`config.mk`:
```
export PLATFORM = sky130hd
export DESIGN_NAME = multi_clk_gen
export DESIGN_NICKNAME = d
export VERILOG_FILES = /design/src/rtl/multi_clk_gen_pkg.sv /design/src/rtl/multi_clk_gen_ch.sv /design/src/rtl/multi_clk_gen.sv
export SDC_FILE = /design/constraint.sdc
export NUM_CORES = 1
export LEC_CHECK = 0
export ABC_AREA = 0
export CAP_MARGIN = 20
export CORE_MARGIN = 2
export CORE_UTILIZATION = 40
export DETAILED_ROUTE_END_ITERATION = 10
export MAX_ROUTING_LAYER = met4
export SYNTH_ARGS = -nofsm -noshare
export SYNTH_HDL_FRONTEND = slang
export SYNTH_SLANG_ARGS = --single-unit
```
`constraint.sdc`:
```
create_clock -name clk -period 5.4 [get_ports clk]
set_input_delay 1.08 -clock clk [delete_from_list [all_inputs] [get_ports clk]]
set_output_delay 1.08 -clock clk [all_outputs]
set_load 0.02 [all_outputs]
```
`src/rtl/multi_clk_gen_pkg.sv`:
```
// Shared widths, types and standard divisor constants for multi_clk_gen.
// The divisor constants assume a 100 MHz system clock.
package multi_clk_gen_pkg;

  localparam int DEF_DIV_W  = 16;
  localparam int DEF_FRAC_W = 4;
  localparam int MAX_CH     = 8;

  typedef logic [DEF_DIV_W-1:0]  div_t;
  typedef logic [DEF_FRAC_W-1:0] frac_t;

  localparam div_t BAUD_9600_16X = 16'd651;
  localparam div_t SAMPLE_8K     = 16'd12500;
  localparam div_t PIX_25M       = 16'd4;

endpackage

```
`src/rtl/multi_clk_gen_ch.sv`:
```
// One divider channel: counter, shadow/commit of the divisor, tick and clk_out.
// MULTI_CLK_GEN_FRAC_DIV_EN adds a fractional accumulator stretching some periods by one cycle.
module clk_gen_ch
  import multi_clk_gen_pkg::*;
#(
  parameter int               DIV_W   = DEF_DIV_W,
  parameter int               FRAC_W  = DEF_FRAC_W,
  parameter logic [DIV_W-1:0] RST_DIV = DIV_W'(4)
) (
  input  logic              clk,
  input  logic              rst,
  input  logic              i_en,
  input  logic              i_sync,
  input  logic              i_wr,
  input  logic [DIV_W-1:0]  i_wr_div,
  input  logic [FRAC_W-1:0] i_wr_frac,
  output logic              o_tick,
  output logic              o_clk_out,
  output logic              o_upd_pend
);

  logic [DIV_W-1:0] r_cnt;
  logic [DIV_W-1:0] r_div;
  logic [DIV_W-1:0] r_shadow;
  logic             r_pend;
  logic             r_tick;
  logic             r_clk_out;

  logic             w_run;
  logic             w_wrap;
  logic             w_commit;
  logic             w_load;
  logic             w_extra;
  logic [DIV_W-1:0] w_term;
  logic [DIV_W-1:0] w_cnt_nxt;
  logic [DIV_W-1:0] w_div_nxt;
  logic             w_clk_nxt;

`ifdef MULTI_CLK_GEN_FRAC_DIV_EN
  logic [FRAC_W-1:0] r_frac;
  logic [FRAC_W-1:0] r_frac_sh;
  logic [FRAC_W-1:0] r_acc;
  logic              r_extra;

  assign w_extra = r_extra;
`else
  logic w_unused_frac;

  assign w_unused_frac = ^i_wr_frac;
  assign w_extra       = 1'b0;
`endif

  // A carried accumulator lengthens the current period to div+1 cycles.
  assign w_term = w_extra ? r_div : r_div - DIV_W'(1);

  always_comb begin
    w_run    = i_en && (r_div != '0);
    w_wrap   = w_run && (r_cnt == w_term);
    // A stopped or disabled channel has no period to protect, so it commits at once.
    w_commit = i_sync || w_wrap || !w_run;
    w_load   = w_commit && (i_wr || r_pend);
    w_div_nxt = r_div;
    if (w_load) begin
      w_div_nxt = i_wr ? i_wr_div : r_shadow;
    end
    w_cnt_nxt = w_commit ? '0 : r_cnt + DIV_W'(1);
    w_clk_nxt = 1'b0;
    if (!i_sync && w_run) begin
      w_clk_nxt = (w_cnt_nxt < (w_div_nxt >> 1));
    end
  end

  always_ff @(posedge clk or negedge rst) begin
    if (!rst) begin
      r_cnt     <= '0;
      r_div     <= RST_DIV;
      r_shadow  <= RST_DIV;
      r_pend    <= 1'b0;
      r_tick    <= 1'b0;
      r_clk_out <= 1'b0;
    end else begin
      r_cnt     <= w_cnt_nxt;
      r_div     <= w_div_nxt;
      r_tick    <= w_wrap && !i_sync;
      r_clk_out <= w_clk_nxt;
      if (w_load) begin
        r_pend <= 1'b0;
      end else if (i_wr) begin
        r_pend   <= 1'b1;
        r_shadow <= i_wr_div;
      end
    end
  end

`ifdef MULTI_CLK_GEN_FRAC_DIV_EN
  always_ff @(posedge clk or negedge rst) begin
    if (!rst) begin
      r_frac    <= '0;
      r_frac_sh <= '0;
      r_acc     <= '0;
      r_extra   <= 1'b0;
    end else begin
      if (w_load) begin
        r_frac <= i_wr ? i_wr_frac : r_frac_sh;
      end
      if (i_wr && !w_commit) begin
        r_frac_sh <= i_wr_frac;
      end
      if (i_sync || w_load) begin
        r_acc   <= '0;
        r_extra <= 1'b0;
      end else if (w_wrap) begin
        {r_extra, r_acc} <= {1'b0, r_acc} + {1'b0, r_frac};
      end
    end
  end
`endif

  assign o_tick     = r_tick;
  assign o_clk_out  = r_clk_out;
  assign o_upd_pend = r_pend;

endmodule

```
`src/rtl/multi_clk_gen.sv`:
```
// NUM_CH independent clock-enable generators with glitch-free divisor updates and phase sync.
// Optional fractional divisors: define MULTI_CLK_GEN_FRAC_DIV_EN.
module multi_clk_gen
  import multi_clk_gen_pkg::*;
#(
  parameter int                      NUM_CH  = 4,
  parameter int                      DIV_W   = DEF_DIV_W,
  parameter logic [NUM_CH*DIV_W-1:0] RST_DIV = {16'd4, 16'd12500, 16'd32, 16'd20833},
  parameter int                      FRAC_W  = DEF_FRAC_W
) (
  input  logic              clk,
  input  logic              rst,
  input  logic [NUM_CH-1:0] ch_en,
  input  logic              sync_i,
  input  logic              wr_en,
  input  logic [2:0]        wr_ch,
  input  logic [DIV_W-1:0]  wr_div,
  input  logic [FRAC_W-1:0] wr_frac,
  output logic [NUM_CH-1:0] tick,
  output logic [NUM_CH-1:0] clk_out,
  output logic [NUM_CH-1:0] upd_pend,
  output logic              wr_err
);

  logic [NUM_CH-1:0] w_wr_sel;
  logic              w_ch_bad;
  logic              r_wr_err;

  // wr_en is a single-cycle strobe; wr_ch/wr_div/wr_frac are only sampled while it is high.
  always_comb begin
    w_ch_bad = ({1'b0, wr_ch} >= 4'(NUM_CH));
    for (int i = 0; i < NUM_CH; i++) begin
      w_wr_sel[i] = wr_en && (wr_ch == 3'(i));
    end
  end

  always_ff @(posedge clk or negedge rst) begin
    if (!rst) begin
      r_wr_err <= 1'b0;
    end else begin
      r_wr_err <= wr_en && w_ch_bad;
    end
  end

  assign wr_err = r_wr_err;

  for (genvar g = 0; g < NUM_CH; g++) begin : g_ch
    clk_gen_ch #(
      .DIV_W  (DIV_W),
      .FRAC_W (FRAC_W),
      .RST_DIV(RST_DIV[g*DIV_W +: DIV_W])
    ) u_ch (
      .clk       (clk),
      .rst       (rst),
      .i_en      (ch_en[g]),
      .i_sync    (sync_i),
      .i_wr      (w_wr_sel[g]),
      .i_wr_div  (wr_div),
      .i_wr_frac (wr_frac),
      .o_tick    (tick[g]),
      .o_clk_out (clk_out[g]),
      .o_upd_pend(upd_pend[g])
    );
  end

endmodule

```
==> flow_results.org <==
** Floorplan
- The die is 186.1 um wide.
- Core region area :: 0.03262 sq mm
- In this run the vertical extent of the chip is 186.1 um.
- Full die area :: 0.03463 sq mm
- Number of placement rows :: 66
- Count of boundary I/O pins :: 44
- For this configuration, the core starts out at a cell density of 40.66%.

** Finish
- Area added between synthesis and finish :: 12.35%
- The final layout contains 1396 nets.
- Post-route design area :: 0.01490 sq mm
- Antenna Diode Count :: 0
- Final cell count without fillers :: 1757
- The multi-input combinational cells in the finished layout cover a total of 0.007640 sq mm.
- In the final layout, the share of cells above drive strength 1 is 18.10%.
- The layout has 3057 filler cells.
- The sequential cells in the finished layout cover a total of 0.005165 sq mm.

** Placement
- Cell area reported after detailed placement :: 0.01410 sq mm
- Timing analysis after detailed placement gives a worst setup slack of 347.0 ps.
- GP Congestion :: 0.8803
- Port bufs :: 39
- DPL Wire Length :: 23320 um
- Once placement completed, the tool counted placed cells totaling 1713.

** Hold path
- Counting instances, the worst hold path has a depth of 1.
- The startpoint identified for the worst hold timing path is g_ch[3].u_ch.r_shadow[10].
- The min-delay analysis places its worst path in the category reg -> reg.
- The worst hold path terminates at g_ch[3].u_ch.r_shadow[10].

** Run
- Number of maximum-capacitance violations :: 0

** Power
- Combinational group share of total power :: 33.6%
- Cell leakage power :: 6.340 nW
- For this design the ratio of total power to cell area is 397.6 mW/mm^2.
- Reg power frac :: 38.5%
- Internal power comes to 3.853 mW.
- In this run, the clock network consumes 27.9% of the power.
- Across the VDD grid, the largest voltage drop is 245.8 uV.
- Psw :: 2.072 mW
- Of the total power, the share spent switching nets is 34.97%.
- Total power consumption of the routed design :: 5.924 mW

** Clocking
- TritonCTS built the clock tree.
- Bufs on Longest Clock Path :: 3
- In this run the number of H-tree levels came out at 1.
- Master cell of the clock root buffer :: clkbuf_16
- Post-CTS clock slew at the launch and capture registers of the worst setup and hold paths :: 60 ps
- Clock Latency Late Sink :: 520 ps
- In this run, post-CTS hold repair placed 0 buffers.
- Inserted Clock Buffers :: 24
- CTS saw 205 sinks.

** Detailed routing
- For this run, design rule violations remaining after detail routing come to 0.
- Violation count after the first detailed-route iteration :: 635
- Wire length per cell :: 17.87 um
- Dividing the detail-routed via count by the number of cells gives 5.487.
- The routed design uses 1111 um of met3 wire.
- After detailed routing, the wire length on met1 is 15220 um.
- Wire length reported by the detailed router :: 31400 um
- In this run the remaining antenna-violating nets after routing total 0.
- Overall via count from detail_route :: 9641
- Initial DRT Pass Iterations :: 5
- Top routing layer in use :: met4
- Met2 wire len :: 14400 um

** Synthesis
- Synth Instances :: 1276
- In this run, synthesis inferred 0 flip-flops with an integrated enable.
- Avg Cell Area, Syn :: 10.39 sq um
- Of the synthesized area, sequential elements account for 38.94%.
- Cell accounting for the most synthesized area :: dfrtp_1
- Number of synthesis warnings :: 0
- Netlist area before placement :: 0.01326 sq mm
- The number of nets handed over by synthesis was 1375.
- Among all flip-flop cells after synthesis, the most frequent one is dfrtp_1.
- Dominant cells by area after synthesis :: dfrtp_1, mux2_2, ha_1, dfstp_2, xnor2_1
- Synthesis inferred 205 register bits.
- Sorting the synthesized cells by how often they occur yields dfrtp_1, mux2_2, nor2_1.
- Async set-or-reset flop fraction in the synthesized netlist :: 100.0%
- Count leader, synth :: dfrtp_1
- Synth top area share :: 33.39%
- Count of distinct cell types in the synthesized netlist :: 77

** GRT
- Via count of the first global-routing pass :: 9655
- Summed over all layers, the global routing overflow is 0.
- Global routing consumed, over all layers together, 19.33% of the routing resources.
- Antenna violations before repair :: 0
- Largest net degree at the start of global routing :: 129
- First-pass GRT wire length :: 51630 um

** STA
- Setup violations remaining at the end of the flow were counted as 0.
- Highest clock frequency the design can meet :: 0.1980 GHz
- Period utilisation layout :: 93.51%
- Count of pins over their slew limit :: 0
- Once routing completed, OpenROAD measured the worst setup slack at 350.6 ps.
- Min cycle time layout :: 5049 ps
- Unrepaired setup endpoints after global routing :: false
- Final Hold Viols :: 0
- Least-Margin Pin Slew :: 1029 ps
- After routing, the total negative slack on setup checks comes to 0 ps.
- Normalized max-slew margin :: 31.39%
- Clock tree skew after final layout :: 11.46 ps

** Worst setup path
- Worst Reg-to-Reg Cells :: 18
- STA puts the critical path data arrival time at 5480 ps.
- Buffers plus inverters on the worst setup path :: 2
- The critical path in this run is classified as reg -> reg.
- Slowest stage cell, crit path :: or4_4
- Worst reg-to-reg setup slack :: 350 ps
- On the worst path, the slowest cell contributes a delay of 560 ps.
- Largest fanout of any net on the critical path :: 8
- Startpoint types :: register
- Reg-to-reg endpoint :: g_ch[3].u_ch.o_clk_out
- The startpoint identified for the worst register-to-register timing path is g_ch[3].u_ch.r_div[0].
- On the critical path the largest part of the delay comes from simple AND/OR/NAND/NOR gates.
- Worst path required time :: 5830 ps
- Worst setup EP type :: register
- The signal on the critical path passes through inv_1 -> ha_1 -> or3b_1 -> o21a_1 -> or4_1 -> or4_4 -> o21bai_4 -> and2_2 -> a21oi_1 -> ha_1 -> a21oi_1 -> nor2b_1 -> o21ai_0 -> nand2b_1 -> a2111oi_1 -> buf_4 -> o2111ai_1 -> a211oi_1.

** Run status
- Result of the run :: complete, no violations
logic make-up (layout without fill, tap and decap cells):
group | Yosys count | count (layout) | share of synthesized area, %
AOI/OAI and AO/OA | 213 | 213 | 11.57
xor gates and xnor gates | 132 | 132 | 8.716
adders and majority gates | 68 | 68 | 6.415
buffers and inverters | 99 | 138 | 3.632
DFF | 205 | 205 | 38.94
muxes | 196 | 196 | 16.19
and+or+nand+nor | 363 | 363 | 14.55
metal layers:
metal	track usage (%)	vias to the layer above
met5	-	-
met1	26.53	4721
met2	30.63	182
met4	4.441	0
li1	-	4695
met3	2.328	43
power by group through the flow:
stage	logic [mW]	registers, mW	clock network [mW]
4_1_cts	1.99	2.28	1.70
3_3_place_gp	1.94	2.29	0
5_1_grt	2.24	2.34	1.76
3_5_place_dp	1.98	2.30	0
6_report	1.99	2.28	1.65
2_1_floorplan	1.64	2.11	0
metrics by stage:
| stage | utilization (%) | hold slack, ps |
|---|---|---|
| 4_1_cts | 45.68 | 485.9 |
| 5_1_grt | 45.68 | 502.9 |
| 6_report | 45.68 | 482.7 |
| 3_3_place_gp | 43.23 | 462.1 |
| 2_1_floorplan | - | 452.2 |
| 3_5_place_dp | 43.23 | 472.9 |
registers in the layout, summed over array words and instances, names as in the netlist:
signal                flops
g_ch.u_ch.o_clk_out       4
wr_err                    1
g_ch.u_ch.r_cnt          64
g_ch.u_ch.o_upd_pend      4
g_ch.u_ch.r_div          64
g_ch.u_ch.r_shadow       64
g_ch.u_ch.o_tick          4
worst reg2reg max path: stages, from the launching register on:
cell	delay (ps)
dfrtp_1	460
inv_1	110
ha_1	220
or3b_1	450
o21a_1	220
or4_1	520
or4_4	560
o21bai_4	190
and2_2	310
a21oi_1	110
ha_1	320
a21oi_1	130
nor2b_1	60
o21ai_0	150
nand2b_1	110
a2111oi_1	410
buf_4	190
o2111ai_1	160
a211oi_1	280
how the worst max path moves through the flow:
stage | startpoint | end | slack [ps] | cells past startpoint
after floorplan | g_ch[0].u_ch.r_div[1] | g_ch[0].u_ch.o_clk_out | 820 | 20
after global placement | g_ch[3].u_ch.r_div[0] | g_ch[3].u_ch.o_clk_out | 450 | 17
after detailed placement | g_ch[3].u_ch.r_div[0] | g_ch[3].u_ch.o_clk_out | 350 | 18
after global routing | g_ch[3].u_ch.r_div[0] | g_ch[3].u_ch.o_clk_out | 9 | 19
final | g_ch[3].u_ch.r_div[0] | g_ch[3].u_ch.o_clk_out | 350 | 18
after CTS | g_ch[3].u_ch.r_div[0] | g_ch[3].u_ch.o_clk_out | 290 | 17
cell usage in the layout (no fill, tap or decap), types with 21 or more instances in the layout:
| cell type | instances |
|---|---|
| nand2_1 | 36 |
| mux2_1 | 22 |
| xnor2_1 | 81 |
| ha_1 | 68 |
| a22o_1 | 29 |
| nor2_1 | 117 |
| clkbuf_16 | 25 |
| a21o_1 | 21 |
| o21ai_0 | 29 |
| inv_1 | 23 |
| mux2_2 | 126 |
| dfrtp_1 | 177 |
| nand3_1 | 34 |
| nor3_1 | 24 |
| clkdlybuf4s50_1 | 38 |
| dfstp_2 | 28 |
| xor2_1 | 51 |
| buf_4 | 30 |
| mux2i_1 | 48 |
| a21oi_1 | 32 |
layout make-up:
class | count | share of cell area [%]
tap | 442 | 3.711
clock inverter | 6 | 0.5542
multi-input combinational | 972 | 51.27
clock buffer | 38 | 4.794
sequential | 205 | 34.66
timing repair buffer | 71 | 4.433
inverter | 23 | 0.5793
timing repair:
| action | 4_1_cts | 5_1_grt |
|---|---|---|
| endpoints found under the hold margin | 0 | 0 |
| setup endpoints to repair | 0 | 2 |
| setup buffers | 0 | 0 |
| gates resized for setup | 0 | 2 |
(Power assumes the default switching activity.)
